`config.mk`:
```
export PLATFORM = sky130hd
export DESIGN_NAME = tone_generation_fsm
export DESIGN_NICKNAME = d
export VERILOG_FILES = /design/src/rtl/tone_generation_fsm.sv
export SDC_FILE = /design/constraint.sdc
export NUM_CORES = 1
export LEC_CHECK = 0
export CORE_MARGIN = 5
export CORE_UTILIZATION = 33
export DETAILED_ROUTE_END_ITERATION = 12
export PLACE_DENSITY = 0.64
export SYNTH_ARGS = -nofsm -noshare
export SYNTH_HDL_FRONTEND = slang
export SYNTH_SLANG_ARGS = --single-unit
```
`constraint.sdc`:
```
create_clock -name clk_in -period 3.34 [get_ports clk_in]
set_input_delay 0.668 -clock clk_in [delete_from_list [all_inputs] [get_ports clk_in]]
set_output_delay 0.668 -clock clk_in [all_outputs]
set_load 0.03 [all_outputs]
```
`src/rtl/tone_generation_fsm.sv`:
```
// tone_generation_fsm: accepts 3-bit tone ids over valid/ready and
// emits strobed 16-bit sine bursts, each followed by a silent gap.
module tone_generation_fsm #(
  parameter int SAMPLES_PER_SYMBOL = 512,
  parameter int GAP_SAMPLES        = 64,
  parameter int BASE_INC           = 1024
) (
  input  logic               clk_in,
  input  logic               rst_in,
  input  logic [2:0]         tone_in,
  input  logic               tone_valid_in,
  output logic               tone_ready_out,
  input  logic               audio_valid_in,
  output logic signed [15:0] audio_out,
  output logic               audio_valid_out,
  output logic               busy_out
);

  localparam int CMAX =
    (SAMPLES_PER_SYMBOL > GAP_SAMPLES) ?
    SAMPLES_PER_SYMBOL : GAP_SAMPLES;
  localparam int CW = $clog2(CMAX + 1);
  localparam logic [CW-1:0] SYM_LAST =
    CW'(SAMPLES_PER_SYMBOL - 1);
  localparam logic [CW-1:0] GAP_LAST =
    CW'(GAP_SAMPLES - 1);

  typedef enum logic [1:0] {
    IDLE,
    TONE,
    GAP
  } state_t;

  state_t             state_q, state_d;
  logic [15:0]        phase_q, phase_d;
  logic [15:0]        inc_q, inc_d;
  logic [CW-1:0]      cnt_q, cnt_d;
  logic signed [15:0] audio_d;
  logic               avalid_d;

  // First quadrant of round(32767*sin(2*pi*n/64)), n = 0..16.
  function automatic logic [15:0] quarter(
    input logic [4:0] i
  );
    case (i)
      5'd0:    return 16'd0;
      5'd1:    return 16'd3212;
      5'd2:    return 16'd6393;
      5'd3:    return 16'd9512;
      5'd4:    return 16'd12539;
      5'd5:    return 16'd15446;
      5'd6:    return 16'd18204;
      5'd7:    return 16'd20787;
      5'd8:    return 16'd23170;
      5'd9:    return 16'd25329;
      5'd10:   return 16'd27245;
      5'd11:   return 16'd28898;
      5'd12:   return 16'd30273;
      5'd13:   return 16'd31356;
      5'd14:   return 16'd32137;
      5'd15:   return 16'd32609;
      5'd16:   return 16'd32767;
      default: return 16'd0;
    endcase
  endfunction

  // Mirror in odd quadrants, negate in the second half-cycle.
  function automatic logic signed [15:0] sine(
    input logic [5:0] idx
  );
    logic [4:0]  off;
    logic [15:0] mag;
    off = idx[4] ?
      5'(5'd16 - {1'b0, idx[3:0]}) :
      {1'b0, idx[3:0]};
    mag = quarter(off);
    return idx[5] ? -$signed(mag) : $signed(mag);
  endfunction

  always_comb begin
    state_d  = state_q;
    phase_d  = phase_q;
    cnt_d    = cnt_q;
    inc_d    = inc_q;
    audio_d  = audio_out;
    avalid_d = audio_valid_in;
    unique case (state_q)
      IDLE: begin
        if (audio_valid_in)
          audio_d = '0;
        if (tone_valid_in) begin
          state_d = TONE;
          phase_d = '0;
          cnt_d   = '0;
          inc_d   = 16'((16'(tone_in) + 16'd1) *
                        16'(BASE_INC));
        end
      end
      TONE: begin
        if (audio_valid_in) begin
          audio_d = sine(phase_q[15:10]);
          phase_d = phase_q + inc_q;
          if (cnt_q == SYM_LAST) begin
            cnt_d   = '0;
            state_d = GAP;
          end else begin
            cnt_d = cnt_q + CW'(1);
          end
        end
      end
      GAP: begin
        if (audio_valid_in) begin
          audio_d = '0;
          if (cnt_q == GAP_LAST) begin
            cnt_d   = '0;
            state_d = IDLE;
          end else begin
            cnt_d = cnt_q + CW'(1);
          end
        end
      end
      default: state_d = IDLE;
    endcase
  end

  always_ff @(posedge clk_in or posedge rst_in) begin
    if (rst_in) begin
      state_q         <= IDLE;
      phase_q         <= '0;
      inc_q           <= '0;
      cnt_q           <= '0;
      audio_out       <= '0;
      audio_valid_out <= 1'b0;
    end else begin
      state_q         <= state_d;
      phase_q         <= phase_d;
      inc_q           <= inc_d;
      cnt_q           <= cnt_d;
      audio_out       <= audio_d;
      audio_valid_out <= avalid_d;
    end
  end

  assign tone_ready_out = (state_q == IDLE);
  assign busy_out       = (state_q != IDLE);

endmodule

```
# After elaboration in Yosys (flattened, before gate mapping)
# Memories as Yosys holds them, arrays and structs flattened.
# Index checks and enable logic that the tools add are counted.
[word_totals]
wordCells = 55
input_bits = 7
output_inout_bits = 19
mem_bits_ro = 480
mem_count = 1
regBits = 51
[op_classes]
mux = 22
addsub = 5
n_reduce_logical = 11
eq_ne = 10
[memory_table]
columns = ["memory", "depth", "word_bits", "rd", "rd_clocked_by_memory_dff", "write_ports", "line", "source"]
rows = [
  ["(no name shown)", 32, 15, 1, 0, 0, "45", "case (i)"],
]
[ops]
columns = ["operator", "count"]
rows = [
  ["$mux 16", 7],
  ["$pmux 16 s2", 2],
  ["$mux 10", 5],
  ["$pmux 10 s3", 1],
  ["$add 16x16->16", 1],
  ["$neg 16->16", 1],
  ["$add 10x1->10 const B", 1],
  ["$eq 10x6->1 const B", 1],
  ["$eq 10x9->1 const B", 1],
  ["$mux 2", 5],
  ["$ne 2x2->1 const B", 5],
  ["$pmux 2 s3", 1],
  ["$reduce_and 3->1", 2],
  ["$reduce_bool 2->1", 3],
  ["$mux 5", 1],
  ["$reduce_and 5->1", 1],
  ["$sub 5x4->5 const A", 1],
  ["$add 3x1->4 const B", 1],
  ["$reduce_and 4->1", 1],
  ["$reduce_bool 3->1", 1],
  ["$eq 2x1->1 const B", 1],
  ["$eq 2x2->1 const B", 1],
  ["$logic_not 2->1", 1],
  ["$ne 2x1->1 const B", 1],
  ["other kinds (2)", 2],
]

# Depth between registers and ports, before layout
# An unclocked memory read counts as a cell.
[depth]
depth_word = 9
depth_mapped = 17
depth_no_buf = 16

# Worst setup path before layout
# Ideal clock, no wire load.
[synth_path]
path_type = "reg2reg"
from = "register phase_q[10]"
to = "register audio_out[6]"
setup_slack_ps = 130
arrival_time_ps = 3089
required_ps = 3219
path_buffers = 2
stages_incl_launch_ff = 18
cell_sequence = "dfrtp_1 buf_6 inv_1 ha_1 nand2_1 nand2_1 ha_1 clkbuf_1 nor2_1 a22oi_1 and3_1 nor2_1 inv_1 ha_1 nor4b_2 a21oi_1 xor2_1 a22o_1"
[synth_via]
elab_chain_cells = 9
[synth_rtl]
columns = ["item", "line", "source"]
rows = [
  ["start: declaration", "35", "logic [15:0] phase_q, phase_d;"],
  ["start signal: assignment", "136", "phase_q <= phase_d;"],
  ["$sub 5x4->5", "74", "5'(5'd16 - {1'b0, idx[3:0]}) :"],
  ["$mux 5 *", "73", "off = idx[4] ?"],
  ["$mem_v2 32x15 *", "--", ""],
  ["$mux 16 *", "100", "if (audio_valid_in) begin"],
  ["$mux 16 *", "87", "unique case (state_q)"],
  ["$neg 16->16", "77", "return idx[5] ? -$signed(mag) : $signed(mag);"],
  ["$mux 16 *", "77", ""],
  ["$mux 16 *", "100", ""],
  ["$pmux 16 s2 *", "87", ""],
  ["end signal: assignment", "139", "audio_out <= audio_d;"],
  ["end: declaration", "14", "output logic signed [15:0] audio_out,"],
]
# Every way passes the cells marked *; elsewhere a longest branch is shown, timed or not. The select of a mux whose other input is x is not followed.
# A chain may end at the register's enable or synchronous reset.

# Worst setup path after layout
# Ends and elaborated chain as after synthesis.

==> impl_metrics.json <==
{
  "cp.depth": 15,
  "path_max_fanout": 7,
  "synth_edf_count": 0,
  "cts.path.max_buffers": 2,
  "finalWeightedCongestion": 0.869,
  "timing.rr.start": "phase_q[10]",
  "synth_async_sr_flop_share_pct": 100,
  "grt_setup_unrepaired": "no",
  "post_synth_inst_count": 375,
  "root_buffer_master": "clkbuf_8",
  "chipHeight_um": 107,
  "via_count_of_the_first_global_routing_pass": 2684,
  "htree_levels": 2,
  "critical_path.most_common_cell": "ha_1",
  "worst-endpoint-arrival_ns": 3.22,
  "hold_violations": 0,
  "final-instance-count-excl-fill": 525,
  "die_w_um": 107,
  "tightestPinTransition_ns": 0.605,
  "place_inst": 517,
  "rrSetupSlack_ns": 0.29,
  "netlist_area_mm2": 0.00313,
  "cts_tree": "done",
  "floorplan.io_pins": 26,
  "timing.hold.worst.class": "reg2reg",
  "kind_of_capture_point_of_the_worst_setup_path": "flip-flop",
  "largest_family_of_logic_cells_by_synthesized_area": "compound AO/OA/AOI/OAI gates",
  "synthAdderAreaFrac_pct": 7.83,
  "numClockSinks": 39,
  "antenna-diode-count": 0,
  "clock_skew_ns": 0.00949,
  "dr.pass1.iters": 4,
  "grt_antenna_before_repair": 0,
  "fillers": 932,
  "complex_gate_fraction_of_the_synthesized_area_pct": 27.8,
  "layout_min_cycle_time_ns": 3.05,
  "clk_lat_worst_skew_ns": 0.29,
  "initial_standard_cell_utilization_of_the_core_pct": 33.9,
  "cp_cell_sequence": "inv_1 -> ha_1 -> nand2_1 -> nand2_1 -> ha_1 -> nor2_1 -> a22oi_1 -> and3_1 -> nor2_1 -> inv_1 -> ha_1 -> nor4b_4 -> a21oi_1 -> xor2_1 -> a22o_1",
  "vias_per_inst": 5.38,
  "met2_usage_pct": 21.3,
  "ys_dominant_reg_cell": "dfrtp_1",
  "overall_via_count_from_detail_route": 2826,
  "nets": 421,
  "critPathLaunchType": "flip-flop",
  "vdd.ir_drop.worst_uv": 395,
  "grt_max_degree": 40,
  "ys.warnings.count": 0,
  "cp-startpoint": "phase_q[10]",
  "timing.final.crit_share_pct": 91.3,
  "hold_slack_ns": 0.486,
  "power_total_mw": 3.19,
  "ys_seq_area_share_pct": 31.2,
  "grt_first_pass_wirelength_mm": 12.4,
  "multi_input_comb_area_mm2": 0.00200,
  "relSlewSlack_pct": 59.7,
  "final-setup-viol-count": 0,
  "grt_overflow_total": 0,
  "number_of_distinct_standard_cells_referenced_by_the_synthesized_netlist": 65,
  "globalRouteMet3Util_pct": 2.58,
  "leakagePower_nw": 1.56,
  "slew_violations": 0,
  "worst-endpoint-required_ns": 3.51,
  "p_per_area_mw_per_mm2": 885,
  "synth_xor_area_share_pct": 5.19,
  "netlist.top_cell.by_area": "dfrtp_1",
  "critPathSlowestCell": "ha_1",
  "run_status": "finished, final reports clean",
  "path_clk_slew_ns": 0.08,
  "global_route.peak_usage_layer": "met2",
  "max_stage_delay_ns": 0.43,
  "cts_inserted_buffers": 5,
  "all_layer_gr_usage_pct": 12.9,
  "dp.final_hpwl_mm": 5.45,
  "yosys-top-cells-area": "dfrtp_1 31%, o21ai_0 7.3%, ha_1 7.2%, nand2_1 5.5%, a21oi_1 3.7%",
  "ys_top_cells_by_count": "46 x nand2_1, 46 x o21ai_0, 39 x dfrtp_1",
  "yosys.area.top_type_share_pct": 31.2,
  "drtIter0Drc": 174,
  "critPathKind": "reg2reg",
  "grt.met1_usage_pct": 17.1,
  "layout.area.seq_um2": 976,
  "placementRows": 35,
  "synth_seq_cells": 39,
  "critPathTopFamily": "adder cells",
  "syn_to_final_growth_pct": 15.1,
  "finish.instance_area_mm2": 0.00361,
  "totalNegativeSetupSlack_ns": 0,
  "worstRegToRegCells": 15,
  "synth_mux_area_share_pct": 2.64,
  "drcViolationCount": 0,
  "cp.buffers_inverters": 2,
  "timing.rr.end": "audio_out[6]",
  "route.detailed.wl_per_inst_um": 13.8,
  "die_area_mm2": 0.0115,
  "drt-total-wl_mm": 7.23,
  "floorplan_core_area_mm2": 0.00924,
  "placedInstanceArea_mm2": 0.00351,
  "antenna_left": 0,
  "place.port_buffers": 25,
  "synth_fp_nets": 401,
  "drive_gt1_share_pct": 8.84,
  "cts-hold-fix-buffers": 0,
  "synth_area_per_cell_um2": 8.35,
  "achievable-frequency_mhz": 328,
  "synth_simple_gate_area_share_pct": 20.0,
  "worst_setup_ep": "audio_out[6]",
  "drv.max_cap_violation_count": 0
}
==> placed cells by master, fill, tap and decap left out, types with 3 or more instances in the layout <==
master | netlist | layout
o22ai_1 | 3 | 3
a21o_1 | 3 | 3
a22o_1 | 11 | 11
ha_1 | 18 | 18
nand2b_1 | 6 | 5
buf_4 | 3 | 11
clkbuf_8 | 0 | 5
and3_1 | 13 | 13
xnor2_1 | 7 | 7
dfrtp_1 | 39 | 39
clkdlybuf4s50_1 | 0 | 25
nor2_1 | 18 | 18
and2_1 | 4 | 4
nand3_1 | 9 | 9
a221o_1 | 3 | 3
xor2_1 | 6 | 6
a22oi_1 | 7 | 7
o31ai_1 | 3 | 3
mux2i_1 | 6 | 6
nand2_1 | 46 | 46
a31oi_1 | 8 | 8
a21oi_1 | 23 | 23
inv_1 | 15 | 15
nor3_1 | 7 | 7
o21a_1 | 3 | 3
o21ai_0 | 46 | 46
==> registers in the layout (all words and copies together) (netlist names) <==
signal / flops
inc_q: 4
cnt_q: 10
audio_valid_out: 1
phase_q: 6
state_q: 2
audio_out: 16
==> report_power, final <==
part | internal (mW) | leakage, nW | switching [mW]
sequential | 0.597 | 0.521 | 0.111
clock | 0.147 | 0.0422 | 0.160
combinational | 0.894 | 1.00 | 1.28
==> worst min path at each step <==
stage                       start       endpoint  slack [ns]  cells after the start
floorplan               inc_q[10]      inc_q[10]        0.45                      2
global placement    audio_out[15]  audio_out[15]        0.47                      1
detailed placement  audio_out[15]  audio_out[15]        0.48                      1
CTS                     inc_q[12]      inc_q[12]        0.50                      2
global route        audio_out[15]  audio_out[15]        0.52                      1
finish              audio_out[15]  audio_out[15]        0.49                      1
==> through the flow <==
stage,utilization [%],worst slack (ns)
global route,39.0,0.0235
finish,39.0,0.290
CTS,38.9,0.221
global placement,38.0,0.353
floorplan,-,0.130
detailed placement,38.0,0.252
==> layout make-up <==
cell class,instances,share of cell area (%)
clock buffers,7,2.12
clock inverters,1,0.139
inverters,15,1.56
multi-input cells,298,55.4
flip-flops and latches,39,27.1
well taps,129,4.48
repair buffers,36,9.23
==> repair_timing <==
action	4_1_cts	5_1_grt
endpoints found under the setup margin	0	4
gates resized for setup	0	2
setup buffers	0	0
==> per-layer routing <==
metal,vias up,share of wire (%)
met5,-,0
met4,0,1.1
met3,9,4.9
met2,66,47
met1,1346,47
li1,1405,-
==> logic make-up (layout without fill, tap and decap cells) <==
kind of cell / count (synthesis) / after routing
AO/OA/AOI/OAI: 132 / 132
AND/OR/NAND/NOR: 123 / 123
flip-flops: 39 / 39
adder cells (fa/ha/maj): 19 / 19
buffers and inverters: 38 / 59
multiplexers: 8 / 8
XOR/XNOR: 16 / 16
==> worst reg2reg max path, cell delays in order, from the launching register on <==
cell	delay, ns
dfrtp_1	0.35
inv_1	0.07
ha_1	0.34
nand2_1	0.08
nand2_1	0.13
ha_1	0.43
nor2_1	0.10
a22oi_1	0.19
and3_1	0.17
nor2_1	0.05
inv_1	0.07
ha_1	0.17
nor4b_4	0.28
a21oi_1	0.13
xor2_1	0.18
a22o_1	0.20
(Power assumes the default switching activity.)
